## src/rtl/adder_seq.sv

```systemverilog
// Slice-serial adder/subtractor: one SLICE-bit chunk of the operands is
// summed per clock, LSB first, with the result published only on completion.
module adder_seq #(
   parameter int WIDTH = 16,
   parameter int SLICE = 4
) (
   input  logic             i_clk,
   input  logic             i_rst_n,
   input  logic             i_start,
   input  logic [WIDTH-1:0] i_op1,
   input  logic [WIDTH-1:0] i_op2,
   input  logic             i_carry,
   input  logic             i_sub,
   output logic             o_busy,
   output logic             o_done,
   output logic [WIDTH-1:0] o_sum,
   output logic             o_carry,
   output logic             o_overflow
);

   localparam int NSLICE = WIDTH / SLICE;
   localparam int IDXW   = (NSLICE > 1) ? $clog2(NSLICE) : 1;

   if ((SLICE < 1) || (WIDTH < SLICE) || ((WIDTH % SLICE) != 0)) begin : g_bad_cfg
      $error("adder_seq: WIDTH must be a positive multiple of SLICE");
   end

   typedef enum logic [1:0] {
      ST_IDLE = 2'd0,
      ST_RUN  = 2'd1,
      ST_DONE = 2'd2
   } state_e;

   // Places a slice result in the top SLICE bits of an otherwise-zero word.
   function automatic logic [WIDTH-1:0] place_top(input logic [SLICE-1:0] s);
      logic [WIDTH-1:0] r;
      r = {WIDTH{1'b0}};
      r[WIDTH-1 -: SLICE] = s;
      return r;
   endfunction

   state_e           state_q, state_d;
   logic [WIDTH-1:0] a_q, a_d;
   logic [WIDTH-1:0] b_q, b_d;
   logic [WIDTH-1:0] work_q, work_d;
   logic             carry_q, carry_d;
   logic [IDXW-1:0]  idx_q, idx_d;
   logic [WIDTH-1:0] sum_q, sum_d;
   logic             cout_q, cout_d;
   logic             ovf_q, ovf_d;
   logic             busy_q, busy_d;
   logic             done_q, done_d;

   logic             accept_s;
   logic             last_slice_s;
   logic [SLICE:0]   slice_sum_s;

   // Start acceptance, last-slice detect and the per-cycle slice adder.
   always_comb begin
      accept_s     = i_start && ((state_q == ST_IDLE) || (state_q == ST_DONE));
      last_slice_s = (idx_q == IDXW'(NSLICE - 1));
      slice_sum_s  = {1'b0, a_q[SLICE-1:0]} + {1'b0, b_q[SLICE-1:0]}
                   + {{SLICE{1'b0}}, carry_q};
   end

   // State register.
   always_ff @(posedge i_clk or negedge i_rst_n) begin
      if (!i_rst_n) begin
         state_q <= ST_IDLE;
      end else begin
         state_q <= state_d;
      end
   end

   // Next-state logic; i_start is only honoured outside RUN.
   always_comb begin
      state_d = state_q;
      case (state_q)
         ST_IDLE: begin
            if (i_start) state_d = ST_RUN;
            else         state_d = ST_IDLE;
         end
         ST_RUN: begin
            if (last_slice_s) state_d = ST_DONE;
            else              state_d = ST_RUN;
         end
         ST_DONE: begin
            if (i_start) state_d = ST_RUN;
            else         state_d = ST_IDLE;
         end
         default: state_d = ST_IDLE;
      endcase
   end

   // Status outputs are decoded from the next state so they leave a flop.
   always_comb begin
      busy_d = 1'b0;
      done_d = 1'b0;
      case (state_d)
         ST_IDLE: begin
            busy_d = 1'b0;
            done_d = 1'b0;
         end
         ST_RUN: begin
            busy_d = 1'b1;
            done_d = 1'b0;
         end
         ST_DONE: begin
            busy_d = 1'b0;
            done_d = 1'b1;
         end
         default: begin
            busy_d = 1'b0;
            done_d = 1'b0;
         end
      endcase
   end

   // Datapath: operands shift right one slice per RUN cycle so the active
   // slice is always at bit 0, and the work word fills from the top down.
   always_comb begin
      a_d     = a_q;
      b_d     = b_q;
      work_d  = work_q;
      carry_d = carry_q;
      idx_d   = idx_q;
      sum_d   = sum_q;
      cout_d  = cout_q;
      ovf_d   = ovf_q;
      if (accept_s) begin
         a_d     = i_op1;
         b_d     = i_sub ? ~i_op2 : i_op2;
         carry_d = i_sub ? 1'b1 : i_carry;
         idx_d   = {IDXW{1'b0}};
         work_d  = {WIDTH{1'b0}};
      end else if (state_q == ST_RUN) begin
         a_d     = a_q >> SLICE;
         b_d     = b_q >> SLICE;
         carry_d = slice_sum_s[SLICE];
         work_d  = (work_q >> SLICE) | place_top(slice_sum_s[SLICE-1:0]);
         if (last_slice_s) begin
            // Carry into the MSB is recovered as a ^ b ^ sum at that bit.
            sum_d  = work_d;
            cout_d = slice_sum_s[SLICE];
            ovf_d  = a_q[SLICE-1] ^ b_q[SLICE-1] ^ slice_sum_s[SLICE-1]
                   ^ slice_sum_s[SLICE];
            idx_d  = idx_q;
         end else begin
            idx_d  = idx_q + IDXW'(1);
         end
      end else begin
         a_d = a_q;
         b_d = b_q;
      end
   end

   // Datapath and result registers.
   always_ff @(posedge i_clk or negedge i_rst_n) begin
      if (!i_rst_n) begin
         a_q     <= {WIDTH{1'b0}};
         b_q     <= {WIDTH{1'b0}};
         work_q  <= {WIDTH{1'b0}};
         carry_q <= 1'b0;
         idx_q   <= {IDXW{1'b0}};
         sum_q   <= {WIDTH{1'b0}};
         cout_q  <= 1'b0;
         ovf_q   <= 1'b0;
         busy_q  <= 1'b0;
         done_q  <= 1'b0;
      end else begin
         a_q     <= a_d;
         b_q     <= b_d;
         work_q  <= work_d;
         carry_q <= carry_d;
         idx_q   <= idx_d;
         sum_q   <= sum_d;
         cout_q  <= cout_d;
         ovf_q   <= ovf_d;
         busy_q  <= busy_d;
         done_q  <= done_d;
      end
   end

   assign o_busy     = busy_q;
   assign o_done     = done_q;
   assign o_sum      = sum_q;
   assign o_carry    = cout_q;
   assign o_overflow = ovf_q;

endmodule

```

## config.mk

```make
export PLATFORM = sky130hd
export DESIGN_NAME = adder_seq
export DESIGN_NICKNAME = d
export VERILOG_FILES = /design/src/rtl/adder_seq.sv
export SDC_FILE = /design/constraint.sdc
export NUM_CORES = 1
export LEC_CHECK = 0
export ABC_CLOCK_PERIOD_IN_PS = 3200
export CORE_MARGIN = 3
export CORE_UTILIZATION = 50
export DETAILED_ROUTE_END_ITERATION = 6
export GPL_TIMING_DRIVEN = 0
export PLACE_DENSITY = 0.77
export SETUP_SLACK_MARGIN = 0.05
export SLEW_MARGIN = 0
export SYNTH_ARGS = -nofsm -noshare
export SYNTH_HDL_FRONTEND = slang
export SYNTH_SLANG_ARGS = --single-unit
```

## constraint.sdc

```tcl
create_clock -name i_clk -period 3.2 [get_ports i_clk]
set_clock_uncertainty 0.1 [all_clocks]
set_input_delay 0.64 -clock i_clk [delete_from_list [all_inputs] [get_ports i_clk]]
set_output_delay 0.64 -clock i_clk [all_outputs]
set_load 0.05 [all_outputs]
```

After elaboration in Yosys (flattened, before gate mapping)
Index checks and enable logic that the tools add are counted.
{"block": "word_totals", "mem_bits_rw": 0, "mem_count": 0, "mem_bits_ro": 0, "register_bits": 73, "latchBits": 0}
{"block": "op_classes", "add_sub_neg": 3, "shifts": 0, "reduce_logical": 7, "n_div": 0, "n_mux": 18, "magnitude_cmp": 0, "bitwise_logic": 6, "multipliers": 0, "n_eq_ne": 6}
{"op": "$mux W16", "n": 7}
{"op": "$not A16 Y16", "n": 1}
{"op": "$or A12 B16 Y16", "n": 1}
{"op": "$mux W2", "n": 4}
{"op": "$eq A2 B2 Y1 const B", "n": 3}
{"op": "$mux W1", "n": 6}
{"op": "$add A4 B4 Y5", "n": 1}
{"op": "$add A5 B1 Y5", "n": 1}
{"op": "$eq A2 B1 Y1 const B", "n": 2}
{"op": "$pmux W2 S2", "n": 1}
{"op": "$reduce_and A3 Y1", "n": 1}
{"op": "$xor A1 B1 Y1", "n": 3}
{"op": "$add A2 B1 Y2 const B", "n": 1}
{"op": "$logic_not A2 Y1", "n": 1}
{"op": "$ne A2 B2 Y1 const B", "n": 1}
{"op": "$reduce_and A2 Y1", "n": 1}
{"op": "$reduce_bool A2 Y1", "n": 1}
{"op": "$reduce_or A2 Y1", "n": 1}
{"op": "$logic_and A1 B1 Y1", "n": 1}
{"op": "$logic_or A1 B1 Y1", "n": 1}
{"op": "$not A1 Y1", "n": 1}

Depth between registers and ports, before layout
Gate-level depths: netlist (run 1).
{"block": "depth", "word_depth": 5, "mapped_depth": 6, "depth_no_buf": 6}

Worst setup path after synthesis (run 1)
Ideal clock, no wire load.
{"block": "synth_timing", "kind": "reg2reg", "start": "register a_q[0]", "end": "register ovf_q, in the netlist o_overflow", "period_less_slack_ns": 2.060, "stages_incl_launch_ff": 7, "slack_ns": 1.140, "setup_ns": 0.127, "arrival_time_ns": 1.833, "cell_sequence": "dfrtp_1 fa_1 fa_1 a21o_1 a21oi_1 xnor2_1 o21ai_0"}
{"block": "synth_between", "elab_chain_cells": 4}
{"item": "start: declaration", "line": "43", "source": "logic [WIDTH-1:0] a_q, a_d;"}
{"item": "start signal: assignment", "line": "160", "source": "a_q <= {WIDTH{1'b0}};"}
{"item": "$add A4 B4 Y5 (*)", "line": "62", "source": "slice_sum_s = {1'b0, a_q[SLICE-1:0]} + {1'b0, b_q[SLICE-1:0]}"}
{"item": "$add A5 B1 Y5 (*)", "line": "63", "source": "+ {{SLICE{1'b0}}, carry_q};"}
{"item": "$xor A1 B1 Y1", "line": "145", "source": "ovf_d = a_q[SLICE-1] ^ b_q[SLICE-1] ^ slice_sum_s[SLICE-1]"}
{"item": "$xor A1 B1 Y1 (*)", "line": "146", "source": "^ slice_sum_s[SLICE];"}
{"item": "end signal: assignment", "line": "178", "source": "ovf_q <= ovf_d;"}
{"item": "end: declaration", "line": "50", "source": "logic ovf_q, ovf_d;"}
Every way passes the cells marked *; elsewhere a longest branch is shown, timed or not.
A chain may end at the register's enable or synchronous reset.

Worst setup path in the final report (run 1)
{"block": "layout_timing", "start": "register sum_q[10], in the netlist o_sum[10]", "end": "output o_sum[10]"}
{"item": "start: declaration", "line": "48", "source": "logic [WIDTH-1:0] sum_q, sum_d;"}
{"item": "start signal: assignment", "line": "165", "source": "sum_q <= {WIDTH{1'b0}};"}
{"item": "start signal: assignment", "line": "176", "source": "sum_q <= sum_d;"}
{"item": "end: declaration", "line": "16", "source": "output logic [WIDTH-1:0] o_sum,"}
No word-level cell between the ends.

==> results of run 1 <==
## area by class of cell
type,count,area share
Sequential cell,69,0.452
Tap cell,72,0.0236
Timing Repair Buffer,55,0.143
Clock buffer,12,0.0380
Inverter,2,0.00196
Buffer,16,0.0226
Clock inverter,4,0.0249
Multi-Input combinational cell,160,0.294
## path summary, 6_finish.rpt
check	from	end	slack (ns)	cells past startpoint
worst max-delay path	o_sum[10]$_DFFE_PN0P_	o_sum[10]	0.93	1
worst min-delay path	i_rst_n	o_sum[13]$_DFFE_PN0P_	0.30	1
worst max register to register	a_q[0]$_DFFE_PN0P_	o_overflow$_DFFE_PN0P_	0.96	6
worst min register to register	a_q[5]$_DFFE_PN0P_	a_q[5]$_DFFE_PN0P_	0.38	2
max in group asynchronous	i_rst_n	b_q[4]$_DFFE_PN0P_	2.16	1
min in group i_clk	a_q[5]$_DFFE_PN0P_	a_q[5]$_DFFE_PN0P_	0.38	2
## power by group
group	leakage, uW	switching [uW]	internal (uW)
Combinational	0.000771	1110	806
Sequential	0.000876	241	1260
Clock	0.000121	318	538
## layout by cell type (no fill, tap or decap), types with 4 or more instances in the layout
cell type / count
sky130_fd_sc_hd__dfrtp_1: 69
sky130_fd_sc_hd__clkdlybuf4s50_1: 54
sky130_fd_sc_hd__nand2_1: 42
sky130_fd_sc_hd__xnor2_1: 16
sky130_fd_sc_hd__a22o_1: 15
sky130_fd_sc_hd__nor2_1: 14
sky130_fd_sc_hd__o21ai_0: 12
sky130_fd_sc_hd__mux2_2: 12
sky130_fd_sc_hd__a22oi_1: 12
sky130_fd_sc_hd__clkbuf_8: 10
sky130_fd_sc_hd__buf_2: 9
sky130_fd_sc_hd__a221o_1: 8
sky130_fd_sc_hd__clkbuf_1: 6
sky130_fd_sc_hd__xor2_1: 4
sky130_fd_sc_hd__a31oi_1: 4
sky130_fd_sc_hd__ha_1: 4
## routing by layer
layer / vias to the layer above / global-route usage
li1: 996 / -
met2: 56 / 0.355
met3: 9 / 0.0531
met5: - / 0
met1: 1060 / 0.274
met4: 0 / 0.0735
## cells by family after synthesis
kind of cell,count (synthesis),share of synthesized area
compound gates,57,0.144
xor+xnor,20,0.0595
fa+ha+maj,6,0.0306
buf+inv,18,0.0319
flops,69,0.586
mux,15,0.0612
simple gates,62,0.0863
## state kept, by name, indices dropped and copies added, names as in the netlist
| register | flops |
|---|---|
| work_q | 12 |
| o_overflow | 1 |
| o_busy | 1 |
| b_q | 16 |
| carry_q | 1 |
| state_q | 2 |
| a_q | 16 |
| o_done | 1 |
| idx_q | 2 |
| o_carry | 1 |
| o_sum | 16 |
## per-stage QoR
stage	setup WS, ns	cell area [um2]
global placement	-0.852	3580
finish	0.932	3820
floorplan	1.14	2940
detailed placement	0.954	3580
global route	0.811	3820
CTS	0.928	3820
==> flow_summary.html, run 1 <==
<table>
<tr><th>Metric</th><th>Value</th></tr>
<tr><th colspan="2">Critical path</th></tr>
<tr><td>Critical path cell sequence</td><td>clkdlybuf4s50_1</td></tr>
<tr><td>Worst Setup End Kind</td><td>output port</td></tr>
<tr><td>Worst Setup Start Kind</td><td>register</td></tr>
<tr><td>Type of the worst setup path</td><td>register to output port</td></tr>
<tr><td>Dominant delay contributor by cell family on the critical path</td><td>buffers and inverters</td></tr>
<tr><td>Worst stage delay on the critical path</td><td>between 0.8 and 0.9 ns</td></tr>
<tr><td>Number of buffers and inverters on the critical path</td><td>1</td></tr>
<tr><td>Slowest CP cell</td><td>sky130_fd_sc_hd__clkdlybuf4s50_1</td></tr>
<tr><td>Maximum fanout count along the critical path</td><td>2</td></tr>
<tr><td>Critical path data required time</td><td>2.46 ns</td></tr>
<tr><td>Crit path DAT</td><td>1.53 ns</td></tr>
<tr><th colspan="2">Clock network</th></tr>
<tr><td>CTS H-tree lvls</td><td>3</td></tr>
<tr><td>CTS Hold Bufs</td><td>0</td></tr>
<tr><td>Number of sinks driven by the clock tree</td><td>69</td></tr>
<tr><td>Number of CTS-inserted buffers</td><td>9</td></tr>
<tr><td>Buffer cell driving the clock tree root</td><td>sky130_fd_sc_hd__clkbuf_8</td></tr>
<tr><td>Later-pin clock latency in the skew report</td><td>0.35 ns</td></tr>
<tr><td>Clock slew at the register clock pins of the worst setup and hold paths</td><td>around 0.07 ns</td></tr>
<tr><td>Deepest clock path buffer count</td><td>2</td></tr>
<tr><td>Post-CTS Setup Repair Bufs</td><td>0</td></tr>
<tr><td>Resized Gates After CTS</td><td>0</td></tr>
<tr><td>Clock tree from TritonCTS</td><td>built</td></tr>
<tr><th colspan="2">Global route</th></tr>
<tr><td>Number of global-route vias before repair</td><td>2122</td></tr>
<tr><td>Total gr overflow</td><td>0</td></tr>
<tr><td>Maximum number of pins on one net before global-route repair</td><td>70</td></tr>
<tr><td>Initial antenna violation count</td><td>0</td></tr>
<tr><td>Global-route wire length before repair</td><td>between 10000 and 15000 um</td></tr>
<tr><td>Global Route Usage Sum</td><td>0.214</td></tr>
<tr><th colspan="2">Power and ir drop</th></tr>
<tr><td>Power per Cell Area</td><td>about 1100 nW/um2</td></tr>
<tr><td>Maximum ir drop on the vdd rail</td><td>580 uV</td></tr>
<tr><td>Lkg Pwr</td><td>approximately 0.0018 uW</td></tr>
<tr><td>Post-layout total power</td><td>4270 uW</td></tr>
<tr><th colspan="2">Floorplan</th></tr>
<tr><td>Chip width</td><td>82.7 um</td></tr>
<tr><td>DIE AREA</td><td>6850 um2</td></tr>
<tr><td>Die Span Y</td><td>82.7 um</td></tr>
<tr><td>Row Count</td><td>27</td></tr>
<tr><td>Effective utilization at floorplan</td><td>0.525</td></tr>
<tr><td>I/O pin count</td><td>57</td></tr>
<tr><td>Core outline area</td><td>about 5600 um2</td></tr>
<tr><th colspan="2">Yosys</th></tr>
<tr><td>Syn Inst Count</td><td>247</td></tr>
<tr><td>Mean post-synth cell area</td><td>11.9 um2</td></tr>
<tr><td>Post-synth ARST share</td><td>1.00</td></tr>
<tr><td>Netlist area before placement</td><td>around 2900 um2</td></tr>
<tr><td>List of most frequent post-synthesis cells</td><td>sky130_fd_sc_hd__dfrtp_1 (69), sky130_fd_sc_hd__nand2_1 (42), sky130_fd_sc_hd__xnor2_1 (16), sky130_fd_sc_hd__a22o_1 (15), sky130_fd_sc_hd__nor2_1 (14)</td></tr>
<tr><td>Post-synthesis sequential area ratio</td><td>0.586</td></tr>
<tr><td>Synth area leaders</td><td>sky130_fd_sc_hd__dfrtp_1 (59%), sky130_fd_sc_hd__nand2_1 (5.4%), sky130_fd_sc_hd__xnor2_1 (4.8%)</td></tr>
<tr><td>Number of distinct library cells after synthesis</td><td>28</td></tr>
<tr><td>Most frequently used flop master after synthesis</td><td>sky130_fd_sc_hd__dfrtp_1</td></tr>
<tr><td>Most numerous cell in the Yosys netlist</td><td>sky130_fd_sc_hd__dfrtp_1</td></tr>
<tr><td>Post-Syn Nets</td><td>290</td></tr>
<tr><td>Number of synthesized register bits</td><td>69</td></tr>
<tr><td>Fraction of post-synthesis cell area in the top cell type by area</td><td>0.586</td></tr>
<tr><td>Count of flip-flops with a built-in enable after synthesis</td><td>0</td></tr>
<tr><td>Warnings, synthesis</td><td>0</td></tr>
<tr><td>Synth area leader</td><td>sky130_fd_sc_hd__dfrtp_1</td></tr>
<tr><th colspan="2">Detailed routing</th></tr>
<tr><td>Final wirelength</td><td>6250 um</td></tr>
<tr><td>Met3 routed wirelength</td><td>308 um</td></tr>
<tr><td>Count of routing violations after the opening detailed-route iteration</td><td>99</td></tr>
<tr><td>Avg Vias per Cell</td><td>5.44</td></tr>
<tr><td>Count of vias placed by the detailed router</td><td>approximately 2100</td></tr>
<tr><td>DRC violation count after routing</td><td>0</td></tr>
<tr><td>Mean routed wirelength per cell</td><td>16.0 um</td></tr>
<tr><td>Antenna Violating Nets Remaining</td><td>0</td></tr>
<tr><td>Top layer used by detailed routing</td><td>met4</td></tr>
<tr><td>Amount of wire on met2 after detailed routing</td><td>roughly 3200 um</td></tr>
<tr><td>First-pass DRT Iterations</td><td>4</td></tr>
<tr><td>Routed length on met1</td><td>2690 um</td></tr>
<tr><th colspan="2">STA</th></tr>
<tr><td>Post-Route Hold Slack</td><td>0.300 ns</td></tr>
<tr><td>Fin crit period</td><td>2.27 ns</td></tr>
<tr><td>Measured slew at the worst slew-check pin</td><td>roughly 0.84 ns</td></tr>
<tr><td>Number of max-slew violations in the final report</td><td>0</td></tr>
<tr><td>Setup Viol. Count Final</td><td>0</td></tr>
<tr><td>Achievable Freq</td><td>441 MHz</td></tr>
<tr><td>Period Utilization, post-route</td><td>0.709</td></tr>
<tr><td>Relative slew slack</td><td>0.439</td></tr>
<tr><td>Final-report hold violation count</td><td>0</td></tr>
<tr><td>Setup total negative slack</td><td>0 ns</td></tr>
<tr><td>RSZ-0062 raised after global routing</td><td>false</td></tr>
<tr><th colspan="2">Placed design</th></tr>
<tr><td>Placer congestion estimate</td><td>0.779</td></tr>
<tr><td>Placed Cells incl. Taps</td><td>374</td></tr>
<tr><td>Number of I/O port buffers</td><td>55</td></tr>
<tr><td>Post-DP HPWL</td><td>about 4400 um</td></tr>
<tr><th colspan="2">Cells and area</th></tr>
<tr><td>Antenna fix cells</td><td>0</td></tr>
<tr><td>Share of cells above drive strength 1</td><td>0.142</td></tr>
<tr><td>Share of the core filled with cells</td><td>0.682</td></tr>
<tr><td>Area used by sequential logic in the layout</td><td>1730 um2</td></tr>
<tr><td>Area growth, synth to finish</td><td>29.8%</td></tr>
<tr><td>Area used by multi-input combinational logic</td><td>between 1000 and 1500 um2</td></tr>
<tr><td>Non-filler instance count after layout</td><td>390</td></tr>
<tr><td>Layout Nets</td><td>356</td></tr>
<tr><td>Final-layout fill cell count</td><td>approximately 460</td></tr>
<tr><th colspan="2">Status</th></tr>
<tr><td>Status</td><td>finished clean</td></tr>
<tr><th colspan="2">Flow run</th></tr>
<tr><td># Max-Cap Violations</td><td>0</td></tr>
<tr><th colspan="2">Min path</th></tr>
<tr><td>Class of the tightest hold or removal check</td><td>primary input to async pin</td></tr>
</table>
Power figures use the tool's default switching activity.
==> run 2: changes to the inputs <==
ABC_CLOCK_PERIOD_IN_PS = 2290   (was 3200)
clock period = 2.29 ns   (was 3.2 ns; I/O delays follow)
==> flow_summary.html, run 2 (synthesis gave the netlist of run 1 again) <==
<table>
<tr><th>Metric</th><th>Value</th></tr>
<tr><th colspan="2">STA</th></tr>
<tr><td>Final-report hold violation count</td><td>0</td></tr>
<tr><td>Post-Route Hold Slack</td><td>0.124 ns</td></tr>
<tr><td>Fin crit period</td><td>about 2.1 ns</td></tr>
<tr><td>Achievable Freq</td><td>469 MHz</td></tr>
<tr><td>Period Utilization, post-route</td><td>0.931</td></tr>
<tr><td>Setup total negative slack</td><td>0 ns</td></tr>
<tr><td>Setup Viol. Count Final</td><td>0</td></tr>
<tr><td>Relative slew slack</td><td>0.439</td></tr>
<tr><td>Number of max-slew violations in the final report</td><td>0</td></tr>
<tr><td>Measured slew at the worst slew-check pin</td><td>0.841 ns</td></tr>
<tr><td>RSZ-0062 raised after global routing</td><td>false</td></tr>
<tr><th colspan="2">Clock network</th></tr>
<tr><td>Clock tree from TritonCTS</td><td>built</td></tr>
<tr><td>Buffer cell driving the clock tree root</td><td>sky130_fd_sc_hd__clkbuf_8</td></tr>
<tr><td>Later-pin clock latency in the skew report</td><td>about 0.35 ns</td></tr>
<tr><td>Clock slew at the register clock pins of the worst setup and hold paths</td><td>roughly 0.060 ns</td></tr>
<tr><td>Post-CTS Setup Repair Bufs</td><td>0</td></tr>
<tr><td>Number of sinks driven by the clock tree</td><td>around 70</td></tr>
<tr><td>Deepest clock path buffer count</td><td>2</td></tr>
<tr><td>CTS Hold Bufs</td><td>0</td></tr>
<tr><td>CTS H-tree lvls</td><td>3</td></tr>
<tr><td>Number of CTS-inserted buffers</td><td>9</td></tr>
<tr><th colspan="2">Placed design</th></tr>
<tr><td>Post-DP HPWL</td><td>4420 um</td></tr>
<tr><td>Number of I/O port buffers</td><td>55</td></tr>
<tr><td>Placer congestion estimate</td><td>0.779</td></tr>
<tr><th colspan="2">Detailed routing</th></tr>
<tr><td>Count of routing violations after the opening detailed-route iteration</td><td>108</td></tr>
<tr><td>First-pass DRT Iterations</td><td>5</td></tr>
<tr><td>Count of vias placed by the detailed router</td><td>2121</td></tr>
<tr><td>Avg Vias per Cell</td><td>5.44</td></tr>
<tr><td>Final wirelength</td><td>about 6300 um</td></tr>
<tr><td>Mean routed wirelength per cell</td><td>16.0 um</td></tr>
<tr><td>Antenna Violating Nets Remaining</td><td>0</td></tr>
<tr><td>DRC violation count after routing</td><td>0</td></tr>
<tr><th colspan="2">Floorplan</th></tr>
<tr><td>Core outline area</td><td>5610 um2</td></tr>
<tr><td>Chip width</td><td>82.7 um</td></tr>
<tr><td>DIE AREA</td><td>6850 um2</td></tr>
<tr><td>Die Span Y</td><td>~83 um</td></tr>
<tr><td>Effective utilization at floorplan</td><td>0.525</td></tr>
<tr><td>Row Count</td><td>27</td></tr>
<tr><td>I/O pin count</td><td>57</td></tr>
<tr><th colspan="2">Cells and area</th></tr>
<tr><td>Area growth, synth to finish</td><td>30.2%</td></tr>
<tr><td>Layout Nets</td><td>356</td></tr>
<tr><td>Share of cells above drive strength 1</td><td>0.145</td></tr>
<tr><td>Commonest non-fill, non-tap cells in the layout</td><td>sky130_fd_sc_hd__dfrtp_1 (69), sky130_fd_sc_hd__clkdlybuf4s50_1 (54), sky130_fd_sc_hd__nand2_1 (42)</td></tr>
<tr><td>Most common library cell in the layout ignoring fill and taps</td><td>sky130_fd_sc_hd__dfrtp_1</td></tr>
<tr><td>Antenna fix cells</td><td>0</td></tr>
<tr><td>Share of the core filled with cells</td><td>0.684</td></tr>
<tr><th colspan="2">Critical path</th></tr>
<tr><td>Crit path DAT</td><td>2.25 ns</td></tr>
<tr><td>Setup slack, reg-to-reg</td><td>0.16 ns</td></tr>
<tr><td>Worst Setup End Kind</td><td>register</td></tr>
<tr><td>Critical path data required time</td><td>2.41 ns</td></tr>
<tr><td>Maximum fanout count along the critical path</td><td>3</td></tr>
<tr><td>Type of the worst setup path</td><td>register to register</td></tr>
<tr><td>Worst Setup Start Kind</td><td>register</td></tr>
<tr><th colspan="2">Flow run</th></tr>
<tr><td># Max-Cap Violations</td><td>0</td></tr>
<tr><th colspan="2">Global route</th></tr>
<tr><td>Global Route Usage Sum</td><td>0.214</td></tr>
<tr><td>Maximum number of pins on one net before global-route repair</td><td>70</td></tr>
<tr><td>Initial antenna violation count</td><td>0</td></tr>
<tr><td>Total gr overflow</td><td>0</td></tr>
<tr><td>Global-route wire length before repair</td><td>about 11000 um</td></tr>
<tr><td>Number of global-route vias before repair</td><td>2121</td></tr>
<tr><th colspan="2">Status</th></tr>
<tr><td>Status</td><td>finished clean</td></tr>
<tr><th colspan="2">Power and ir drop</th></tr>
<tr><td>Lkg Pwr</td><td>0.00177 uW</td></tr>
<tr><td>Power per Cell Area</td><td>1570 nW/um2</td></tr>
<tr><td>Maximum ir drop on the vdd rail</td><td>811 uV</td></tr>
<tr><td>Post-layout total power</td><td>6020 uW</td></tr>
<tr><th colspan="2">Min path</th></tr>
<tr><td>Class of the tightest hold or removal check</td><td>primary input to async pin</td></tr>
</table>
[run 2: metrics by stage]
stage | instance area, um2 | setup WS (ns) | std cells
after floorplan | 2940 | 0.230 | 247
after global placement | 3580 | -1.58 | 374
after detailed placement | 3580 | 0.0437 | 374
after CTS | 3830 | 0.126 | 390
after global routing | 3830 | 0.0649 | 390
final | 3830 | 0.159 | 390
[run 2: metal layers]
metal  vias up  global-route usage  share of wire
met2        60               0.354           0.50
li1        995                   -              -
met3         9              0.0531          0.051
met4         0              0.0735          0.015
met1      1057               0.274           0.43
met5         -                   0              0
[run 2: layout make-up]
class / instances / area, um2
clock buffer: 12 / 145
multi-input combinational: 160 / 1130
clock inverter: 4 / 95.1
sequential: 69 / 1730
fill: 457 / 1770
tap: 72 / 90.1
inverter: 2 / 7.51
buffer: 16 / 86.3
timing repair buffer: 55 / 548
[run 2: final timing paths]
path                                          from                      to  cells past startpoint
min in group i_clk              a_q[5]$_DFFE_PN0P_      a_q[5]$_DFFE_PN0P_                      2
worst min register to register  a_q[5]$_DFFE_PN0P_      a_q[5]$_DFFE_PN0P_                      2
max in group asynchronous                  i_rst_n     b_q[15]$_DFFE_PN0P_                      1
worst max-delay path            a_q[0]$_DFFE_PN0P_  o_overflow$_DFFE_PN0P_                      6
worst min-delay path                       i_rst_n   o_sum[13]$_DFFE_PN0P_                      1
worst max register to register  a_q[0]$_DFFE_PN0P_  o_overflow$_DFFE_PN0P_                      6
[run 2: what timing repair did]
| action | CTS | global route |
|---|---|---|
| pin swaps | 0 | 1 |
| resized for setup | 1 | 1 |
| endpoints found under the setup margin | 1 | 1 |
[run 2: report_power, final]
group	internal, uW	switching [uW]
Clock	752	445
Combinational	1140	1580
Sequential	1760	338
[run 2: critical path, cell delays in order (launching register included)]
cell,delay [ns]
sky130_fd_sc_hd__dfrtp_1,0.41
sky130_fd_sc_hd__fa_1,0.46
sky130_fd_sc_hd__fa_1,0.42
sky130_fd_sc_hd__a21o_1,0.22
sky130_fd_sc_hd__a21oi_4,0.16
sky130_fd_sc_hd__xnor2_1,0.14
sky130_fd_sc_hd__o21ai_0,0.09
==> run 3: changes to the inputs <==
GPL_ROUTABILITY_DRIVEN = 0   (was default)
==> results of run 3 <==
Same layout as run 2: the final DEF is identical, and so are final timing and power.
